[src/rtl/uart_fmt_pkg.sv]
// Shared definitions for the ASCII formatters that feed the UART transmitter.
package uart_fmt_pkg;

    typedef enum logic [2:0] {
        S_IDLE    = 3'd0,
        S_P0      = 3'd1,
        S_P1      = 3'd2,
        S_DIG     = 3'd3,
        S_CR      = 3'd4,
        S_LF      = 3'd5,
        S_GAP_END = 3'd6
    } state_t;

    localparam logic [7:0] ASC_0  = 8'h30;
    localparam logic [7:0] ASC_X  = 8'h78;
    localparam logic [7:0] ASC_A  = 8'h41;
    localparam logic [7:0] ASC_CR = 8'h0D;
    localparam logic [7:0] ASC_LF = 8'h0A;

endpackage

[src/rtl/hex_nibble_to_ascii.sv]
// Combinational nibble-to-ASCII converter; digits above 9 map to uppercase A-F.
module hex_nibble_to_ascii
    import uart_fmt_pkg::*;
(
    input  logic [3:0] i_nibble,
    output logic [7:0] o_ascii_c
);

    always_comb begin
        if (i_nibble < 4'd10) begin
            o_ascii_c = ASC_0 + 8'(i_nibble);
        end else begin
            o_ascii_c = ASC_A + 8'(i_nibble) - 8'd10;
        end
    end

endmodule

[src/rtl/uart_hex_formatter.sv]
// Prints a captured binary word as ASCII hex, one byte per transmitter enqueue pulse,
// optionally wrapped as "0x....\r\n".
module uart_hex_formatter
    import uart_fmt_pkg::*;
#(
    parameter int unsigned DATA_WIDTH = 32,
    parameter bit          PREFIX_EN  = 1'b1,
    parameter bit          NEWLINE_EN = 1'b1
) (
    input  logic                  clk,
    input  logic                  rst,
    input  logic                  value_valid,
    input  logic [DATA_WIDTH-1:0] value,
    output logic                  in_ready,
    input  logic                  tx_fifo_ready,
    output logic                  tx_start,
    output logic [7:0]            tx_data
);

    localparam int unsigned N_DIGITS = DATA_WIDTH / 4;
    localparam int unsigned CNT_W    = $clog2(N_DIGITS) + 1;

    state_t                r_state;
    state_t                w_state_next;
    logic [DATA_WIDTH-1:0] r_sh;
    logic [DATA_WIDTH-1:0] w_sh_next;
    logic [CNT_W-1:0]      r_cnt;
    logic [CNT_W-1:0]      w_cnt_next;
    logic                  r_tx_start;
    logic [7:0]            r_tx_data;
    logic                  r_in_ready;
    logic                  w_emit_ok;
    logic                  w_emit;
    logic [7:0]            w_byte;
    logic [7:0]            w_digit;

    hex_nibble_to_ascii u_nibble (
        .i_nibble  (r_sh[DATA_WIDTH-1 -: 4]),
        .o_ascii_c (w_digit)
    );

    // The previous pulse doubles as the pacing flag: the transmitter's ready lags by a cycle.
    assign w_emit_ok = tx_fifo_ready && !r_tx_start;

    always_ff @(posedge clk) begin
        if (rst) begin
            r_state <= S_IDLE;
        end else begin
            r_state <= w_state_next;
        end
    end

    always_comb begin
        w_state_next = r_state;
        w_sh_next    = r_sh;
        w_cnt_next   = r_cnt;
        w_emit       = 1'b0;
        w_byte       = 8'h00;
        case (r_state)
            S_IDLE: begin
                if (value_valid && r_in_ready) begin
                    w_sh_next  = value;
                    w_cnt_next = CNT_W'(N_DIGITS);
                    if (PREFIX_EN) w_state_next = S_P0;
                    else           w_state_next = S_DIG;
                end
            end
            S_P0: begin
                w_byte = ASC_0;
                if (w_emit_ok) begin
                    w_emit       = 1'b1;
                    w_state_next = S_P1;
                end
            end
            S_P1: begin
                w_byte = ASC_X;
                if (w_emit_ok) begin
                    w_emit       = 1'b1;
                    w_state_next = S_DIG;
                end
            end
            S_DIG: begin
                w_byte = w_digit;
                if (w_emit_ok) begin
                    w_emit     = 1'b1;
                    w_sh_next  = r_sh << 4;
                    w_cnt_next = r_cnt - CNT_W'(1);
                    if (r_cnt == CNT_W'(1)) begin
                        if (NEWLINE_EN) w_state_next = S_CR;
                        else            w_state_next = S_GAP_END;
                    end
                end
            end
            S_CR: begin
                w_byte = ASC_CR;
                if (w_emit_ok) begin
                    w_emit       = 1'b1;
                    w_state_next = S_LF;
                end
            end
            S_LF: begin
                w_byte = ASC_LF;
                if (w_emit_ok) begin
                    w_emit       = 1'b1;
                    w_state_next = S_GAP_END;
                end
            end
            S_GAP_END: w_state_next = S_IDLE;
            default:   w_state_next = S_IDLE;
        endcase
    end

    // Datapath and registered outputs; tx_data only moves when a byte is actually enqueued.
    always_ff @(posedge clk) begin
        if (rst) begin
            r_sh       <= '0;
            r_cnt      <= '0;
            r_tx_start <= 1'b0;
            r_tx_data  <= 8'h00;
            r_in_ready <= 1'b0;
        end else begin
            r_sh       <= w_sh_next;
            r_cnt      <= w_cnt_next;
            r_tx_start <= w_emit;
            if (w_emit) r_tx_data <= w_byte;
            r_in_ready <= (w_state_next == S_IDLE);
        end
    end

    assign tx_start = r_tx_start;
    assign tx_data  = r_tx_data;
    assign in_ready = r_in_ready;

endmodule
[config.mk]
export PLATFORM = sky130hd
export DESIGN_NAME = uart_hex_formatter
export DESIGN_NICKNAME = d
export VERILOG_FILES = /design/src/rtl/uart_fmt_pkg.sv /design/src/rtl/hex_nibble_to_ascii.sv /design/src/rtl/uart_hex_formatter.sv
export SDC_FILE = /design/constraint.sdc
export NUM_CORES = 1
export LEC_CHECK = 0
export ABC_CLOCK_PERIOD_IN_PS = 1900
export CORE_MARGIN = 5
export CORE_UTILIZATION = 47
export DETAILED_ROUTE_END_ITERATION = 16
export PLACE_DENSITY_LB_ADDON = 0.1
export SYNTH_ARGS = -nofsm -noshare
export SYNTH_HDL_FRONTEND = slang
export SYNTH_SLANG_ARGS = --single-unit
[constraint.sdc]
create_clock -name clk -period 1.9 [get_ports clk]
set_clock_uncertainty 0.1 [all_clocks]
set_input_delay 0.475 -clock clk [delete_from_list [all_inputs] [get_ports clk]]
set_output_delay 0.475 -clock clk [all_outputs]
set_load 0.03 [all_outputs]
==> flow_metrics.tcl <==
set metrics [dict create \
    yosysUniqueCellTypes 44 \
    synth-compound-area-share 0.226 \
    synth_ff_type "dfxtp_1" \
    ys_ff_latch 48 \
    yosys_warnings 0 \
    status "complete, no violations" \
    rsz0062_at_grt "no" \
    antenna_left 0 \
    synthAdderAreaFrac 0.0156 \
    drtIter0Drc 64 \
    p_per_area_mw_per_mm2 808 \
    syn_area_per_cell_um2 9.46 \
    max_stage_delay_ps 500 \
    wirelength_mm 5.50 \
    pre_cts_ws_ps -409 \
    drive_gt1_frac 0.204 \
    routed_via_density 5.19 \
    yosysTopAreaCell "dfxtp_1" \
    grt_pass1_vias 1910 \
    netlist_area_mm2 0.00241 \
    crit_arrival_ps 1980 \
    drt_pass1_iterations 4 \
    path_max_fanout 14 \
    yosys.area_share.simple 0.161 \
    track_usage 0.174 \
    io_buffers 44 \
    p_leak_uw 0.00147 \
    period_needed_ps 1860 \
    final-max-slew-violation-count 0 \
    grt-ovfl-total 0 \
    finalHoldViolations 0 \
    drc 0 \
    clock.fmax_ghz 0.537 \
    htreeDepth 2 \
    netlist_top_cells_count "48 x dfxtp_1, 45 x nor2_1, 28 x mux2i_1" \
    finalSetupViolations 0 \
    yosysMostFrequentCell "dfxtp_1" \
    grt_max_degree 25 \
    synth_area_leaders "dfxtp_1 40%, mux2i_1 12%, a211oi_2 10%" \
    start_util 0.478 \
    hold_class "reg -> reg" \
    worst-setup-path-type "in -> reg" \
    grt_antenna_before_repair 0 \
    syn2layout_area_growth_pct 35.7 \
    post-route-period-util 0.980 \
    grt_pass1_wl_mm 8.90 \
    crit_buf_inv 3 \
    coreArea_mm2 0.00504 \
    wire_per_inst_um 14.1 \
    synth_fp_nets 294 \
    postCtsHoldBufs 0 \
    die_y_um 81.6 \
    fin_util 0.649 \
    clock_latency_ps 300 \
    cap_viol_max_count 0 \
    fp.dieW_um 81.6 \
    async_reset_ff_frac 0 \
    routabilityCongestion 0.873 \
    num_antenna_cells 0 \
    route.vias.total 2020 \
    dieArea_mm2 0.00666 \
    fin_ws_ps 38.7 \
    cts_buffer_depth 2 \
    worstSetupEndpointType "register" \
    synth_top_family_by_area "compound AO/OA/AOI/OAI gates" \
    numCtsBuffers 5 \
    synthCells 255 \
    pin_count 46 \
    tns_ps 0 \
    cpLargestDelayFamily "buffers and inverters" \
    crit_chain "clkdlybuf4s50_1 > nand4bb_1 > o22ai_4 > buf_4 > buf_12 > nor2_1 > a211oi_1" \
    cts_sinks 48 \
    cp.required_ps 2020 \
    synth_xor_area_frac 0.0109 \
    synth_top_cell_area_share 0.399 \
    synth-seq-area-share 0.399 \
    synth_edf_count 0 \
    fp-row-count 26 \
    synthMuxAreaShare 0.116 \
    nets 357 \
    ctsRootBufferMaster "clkbuf_8" \
    ir_drop_v 0.000584 \
    hpwlAfterDp_mm 3.71 \
    critPathSlowestCell "clkdlybuf4s50_1" \
    path_clk_slew_ps 90 \
    start_kind "input pin" \
    cts_tree "yes" \
]
-- state kept, by name, indices dropped and copies added (netlist names) --
name / count
in_ready: 1
r_cnt: 4
r_sh: 32
r_state: 3
tx_data: 7
tx_start: 1
-- final timing paths --
check / start / end / slack, ps / cells past startpoint
max reg2reg: r_state[2] / r_sh[23] / 180 / 6
min reg2reg: tx_data[0] / tx_data[0] / 370 / 2
min: tx_data[0] / tx_data[0] / 370 / 2
max: value_valid / r_sh[23] / 40 / 7
-- cell type report --
type	instances	area, µm²
flip-flops and latches	48	961
inverters	11	41.3
well taps	70	87.6
multi-input cells	177	1300
repair buffers	75	790
fillers	444	1770
clock buffers	8	90.1
-- worst reg2reg max path, stage by stage, from the launching register on --
cell      delay (ps)
dfxtp_1          370
or3b_4           440
o22ai_4          190
buf_4            160
buf_12           130
nor2_1            50
a211oi_1         210
-- power breakdown --
| group | internal (µW) | switching [µW] |
|---|---|---|
| clock network | 297 | 329 |
| logic | 424 | 376 |
| registers | 1130 | 87.3 |
| total | 1850 | 792 |
-- layout by cell type (no fill, tap or decap), types with 7 or more instances in the layout --
cell             netlist  routed
dfxtp_1               48      48
a211oi_1               9       8
clkdlybuf4s50_1        0      33
dlygate4sd2_1          0       7
buf_4                  6      22
nor2_1                45      45
a211oi_2              20      21
mux2i_1               28      28
inv_1                 11      11
nand2_1               12      12
-- cell families after synthesis --
kind of cell / after synthesis
fa+ha+maj: 3
buf+inv: 30
other cells: 1
xor+xnor: 3
simple gates: 81
compound gates: 61
mux: 28
flops: 48
-- per-stage QoR --
stage                     hold slack (ps)  cells  instance area, µm²  power, µW
after global routing                  392    389                3270       2780
after global placement                362    375                3050       1930
after floorplan                       365    255                2410       1690
final                                 371    389                3270       2640
after CTS                             379    389                3250       2650
after detailed placement              366    375                3050       1940
-- metal layers --
metal  track usage  part of all wire
met5             0                 0
met1         0.207              0.45
met3        0.0428             0.045
met4        0.0548             0.013
met2         0.306              0.49
-- timing repair --
action	4_1_cts	5_1_grt
resized for setup	11	6
endpoints found under the setup margin	34	13
cloned	3	0
pin swaps	1	2
setup buffers	3	0
No activity file was read; power rests on OpenSTA's default activity.
==> patch 1: new RTL, same flow settings <==
`NEWLINE_EN`: 1'b1 -> 1'b0.
--- a/src/rtl/uart_hex_formatter.sv
+++ b/src/rtl/uart_hex_formatter.sv
@@ -7,3 +7,3 @@
     parameter bit          PREFIX_EN  = 1'b1,
-    parameter bit          NEWLINE_EN = 1'b1
+    parameter bit          NEWLINE_EN = 1'b0
 ) (
Behaviour: no difference found for any inputs over 10 cycles, from zero or initial values and one cycle with rst high; that may be too few to reach the edited logic, so the function may still have changed.
==> patch 1 against the original RTL <==
Setup slack better by 0.10 ns. First-iteration DRC count up 80%. Total power down 13%. Sequential cell count unchanged. Wire length down 6.7%. Final area down 6.7%. Sequential share of layout area up 2.1 points. Synthesized area down 2.8%. Combinational power down 36%.
==> patch 1: results (changes against the original RTL) <==
Pwr
  – Leakage: 1.178 nW (-20%)
  – Logic power comb: 0.000511 W (-36%)
  – Clock group power: 0.000624 W (about the same)
  – Peak VDD IR: 0.0003992 V (-32%)
  – Net Sw Power: 0.0006358 W (-20%)
  – Power Dens Cells: 749.3 mW/mm^2 (-7.2%)

GRT
  – Vias in the first global route: 1937 (+1.4%)
  – First-pass GRT wire length: 8852 um (-0.55%)
  – Met2 GRT Util: 0.2848 (-0.02142)
  – Grt met1 use: 0.2185 (+0.01120)
  – Largest net degree at the start of global routing: 49 (+96%)
  – GR Util met3: 0.04596 (+0.003201)
  – GRT Total Usage: 0.1715 (-0.002327)

Synth
  – Multiplexer area fraction after synthesis: 0 (-0.1162)
  – Adder-Cell Fraction of Synth Area: 0.01602 (+0.0004488)
  – Synth Instances: 280 (+9.8%)
  – Most common cell in the netlist: nand2_1
  – Compound-cell area share of the yosys netlist: 0.2509 (+0.02468)
  – Async SR Flop Fraction: 0 (unchanged)
  – Post-synth net total: 319 (+8.5%)
  – Leading post-synthesis cells by cell area: dfxtp_1 (41%), a311oi_2 (13%), nand2_1 (9.9%)
  – Most frequent cells after synthesis: nand2_1 (62), dfxtp_1 (48), nor2_1 (43)
  – Xor/xnor cell area share of the yosys netlist: 0.01121 (+0.0003142)
  – Yosys cell types: 37 (-16%)

Routing
  – Wire length on met2: 2337 um (-14%)
  – Initial DRC Count: 115 (+80%)
  – WL per Instance: 12.86 um (-9.1%)
  – Met3 wire length: 242 um (-2.4%)
  – Routed vias/inst: 5.223 (+0.58%)
  – Post-Route WL: 5133 um (-6.7%)
  – Met1 wire length: 2505 um (+1.5%)

Clock tree
  – Postcts setup bufs: 0 (-3)
  – Clk slew on worst S/H paths: 0.09 ns (about the same)
  – CTS resizes: 5 (-6)

Worst setup path
  – FF-to-FF End: r_sh[22]
  – Reg2Reg Setup Slack: 0.24 ns (+0.06 ns)
  – CP startpoint: tx_fifo_ready
  – Worst Path Max Fanout: 16 (+2)
  – Worst setup path end: r_sh[11]
  – R2R cell count: 5 (-1)
  – Critical Path AT: 1.87 ns (-0.11 ns)

Placed design
  – Place WS: -0.1662 ns (+0.2424 ns)
  – Placed Area: 0.002953 mm^2 (-3.2%)
  – GPL Wtd Cong: 0.7804 (-11%)
  – Post-DP HPWL: 3447 um (-7.1%)
  – Placed cells: 391 (+4.3%)

STA
  – Fmax: 569.0 MHz (+5.9%)

Layout
  – Layout cells sized above 1: 0.1657 (-0.03810)
  – Nets: 370 (+3.6%)
  – # fillers: 442 (-0.45%)

Status
  – Status: finished clean

Hold path
  – Hold Crit Class: reg -> reg
## patch 1: critical path, cell delays in order
cell and delay (ns):
clkdlybuf4s50_1 0.47, nor2b_1 0.20, a32o_2 0.19, buf_4 0.23, nor2_1 0.07, a311oi_2 0.23
## patch 1: final cells by class
cell class	instances	area (um^2)	area share
multi-input combinational	203	1244	0.4072
sequential	48	960.9	0.3146
timing repair buffer	68	656.9	0.2151
clock buffer	8	90.09	0.02950
tap	67	83.83	0.02745
inverter	5	18.77	0.006145
## patch 1: worst min-delay path by stage
| stage | startpoint | to | slack [ns] | cells past startpoint |
|---|---|---|---|---|
| 2_1_floorplan | r_sh[20] | r_sh[24] | 0.36 | 2 |
| 4_1_cts | tx_data[6] | tx_data[6] | 0.38 | 2 |
| 3_3_place_gp | tx_data[6] | tx_data[6] | 0.37 | 2 |
| 3_5_place_dp | tx_data[6] | tx_data[6] | 0.37 | 2 |
| 5_1_grt | tx_data[6] | tx_data[6] | 0.39 | 2 |
| 6_report | r_sh[24] | r_sh[28] | 0.38 | 2 |
==> patch 2: new RTL, config.mk and constraints unchanged <==
Without the edit above. Encoding of `state_t`: now Gray code (3 bits for 7 states).
--- a/src/rtl/uart_fmt_pkg.sv
+++ b/src/rtl/uart_fmt_pkg.sv
@@ -4,9 +4,9 @@
     typedef enum logic [2:0] {
-        S_IDLE    = 3'd0,
-        S_P0      = 3'd1,
-        S_P1      = 3'd2,
-        S_DIG     = 3'd3,
-        S_CR      = 3'd4,
-        S_LF      = 3'd5,
-        S_GAP_END = 3'd6
+        S_IDLE    = 3'b000,
+        S_P0      = 3'b001,
+        S_P1      = 3'b011,
+        S_DIG     = 3'b010,
+        S_CR      = 3'b110,
+        S_LF      = 3'b111,
+        S_GAP_END = 3'b101
     } state_t;
Function: no difference found for any inputs over 10 cycles, from zero or initial values and one cycle with rst high; not proved beyond that.
==> patch 2 against the original RTL <==
Count of clock-buffer cells in the layout shrank 1. Sequential cell count is the same. Final area shrank 6.2%. Worst hold slack lost 0.010 ns. Synthesized area shrank 4.3%. Via count shrank 5.1%. Setup slack gained 0.023 ns. Register-to-register slack lost 0.09 ns. Wire length shrank 1.4%. Global-route usage shrank 0.84 points. Fmax grew 1.2%. Total power shrank 7.4%. First-iteration DRC count grew 41%. Critical path type unchanged. Largest cell class unchanged. Highest routed layer unchanged.
==> patch 2: results (changes against the original RTL) <==
GRT
  – Largest net degree at the start of global routing: 57 (+130%)
  – Vias in the first global route: 1737 (-9.1%)
  – GR Util met3: 0.03251 (-0.01025)
  – First-pass GRT wire length: 8252 um (-7.3%)
  – GRT Total Usage: 0.1654 (-0.008431)
  – Grt met1 use: 0.2155 (+0.008177)

Synth
  – Adder-Cell Fraction of Synth Area: 0.01626 (+0.0006919)
  – Synth Instances: 243 (-4.7%)
  – Post-synthesis sequential area ratio: 0.4163 (+0.01771)
  – Yosys cell types: 37 (-16%)
  – Leading post-synthesis cells by cell area: dfxtp_1 (42%), mux2i_1 (13%), a211oi_2 (11%)
  – Most frequent cells after synthesis: dfxtp_1 (48), nor2_1 (42), mux2i_1 (29)
  – Post-synth net total: 282 (-4.1%)
  – Multiplexer area fraction after synthesis: 0.1257 (+0.009502)
  – Compound-cell area share of the yosys netlist: 0.2168 (-0.009456)

Worst setup path
  – Critical Path AT: 1.92 ns (-0.06 ns)
  – FF-to-FF End: r_sh[19]
  – Worst setup path end: r_sh[19]
  – Worst Path Max Fanout: 28 (+14)
  – R2R cell count: 5 (-1)

STA
  – Min Tclk post-route: 1.839 ns (-0.02257 ns)

Clock tree
  – Postcts setup bufs: 0 (-3)

Placed design
  – Placed cells: 357 (-4.8%)
  – Post-DP HPWL: 3824 um (+3.1%)
  – Placed Area: 0.002922 mm^2 (-4.3%)

Layout
  – Nets: 337 (-5.6%)

Routing
  – Met1 wire length: 2473 um (+0.24%)
  – Met3 wire length: 218 um (-12%)
  – Post-Route WL: 5428 um (-1.4%)
  – Routed vias/inst: 5.252 (+1.1%)
  – Initial DRC Count: 90 (+41%)
  – Wire length on met2: 2684 um (-1.1%)
  – WL per Instance: 14.87 um (+5.1%)

Pwr
  – Peak VDD IR: 0.0004222 V (-28%)
  – Leakage: 1.394 nW (-4.9%)

Status
  – Status: finished clean
## patch 2: layout make-up
| class | count | area [um^2] |
|---|---|---|
| clock buffer | 7 | 96.34 |
| fill | 434 | 1684 |
| multi-input combinational | 170 | 1237 |
| inverter | 6 | 22.52 |
| sequential | 48 | 960.9 |
| timing repair buffer | 67 | 669.4 |
| tap | 67 | 83.83 |
## patch 2: critical path, cell delays in order
cell and delay [ns]:
clkdlybuf4s50_1 0.48, nand2_1 0.10, o32ai_4 0.37, clkbuf_16 0.31, buf_4 0.13, a211oi_2 0.05
## patch 2: timing repair
item / 4_1_cts / 5_1_grt
pin swaps: 0 / 2
resized for setup: 2 / 11
endpoints found under the setup margin: 2 / 28
cloned: 0 / 1
## patch 2: power by group
part	leakage (nW)	internal (W)	switching [W]
logic	0.951	0.000314	0.000320
registers	0.392	0.00111	0.0000637
clock network	0.0503	0.000324	0.000316
total	1.39	0.00175	0.000700
## patch 2: worst min path at each step
stage                     startpoint         end  slack, ns  depth (start not counted)
final                     tx_data[2]  tx_data[2]       0.36                          2
after global routing      tx_data[2]  tx_data[2]       0.39                          2
after CTS                 tx_data[2]  tx_data[2]       0.36                          2
after detailed placement  tx_data[2]  tx_data[2]       0.35                          2
after global placement    tx_data[0]  tx_data[0]       0.34                          2
after floorplan             r_cnt[1]    r_cnt[1]       0.36                          2
## patch 2: cell families after synthesis
logic type               count (synthesis)
adder cells (fa/ha/maj)                  3
XOR/XNOR                                 4
buffers and inverters                   25
AND/OR/NAND/NOR                         75
multiplexers                            29
other                                    1
AO/OA/AOI/OAI                           58
flip-flops                              48
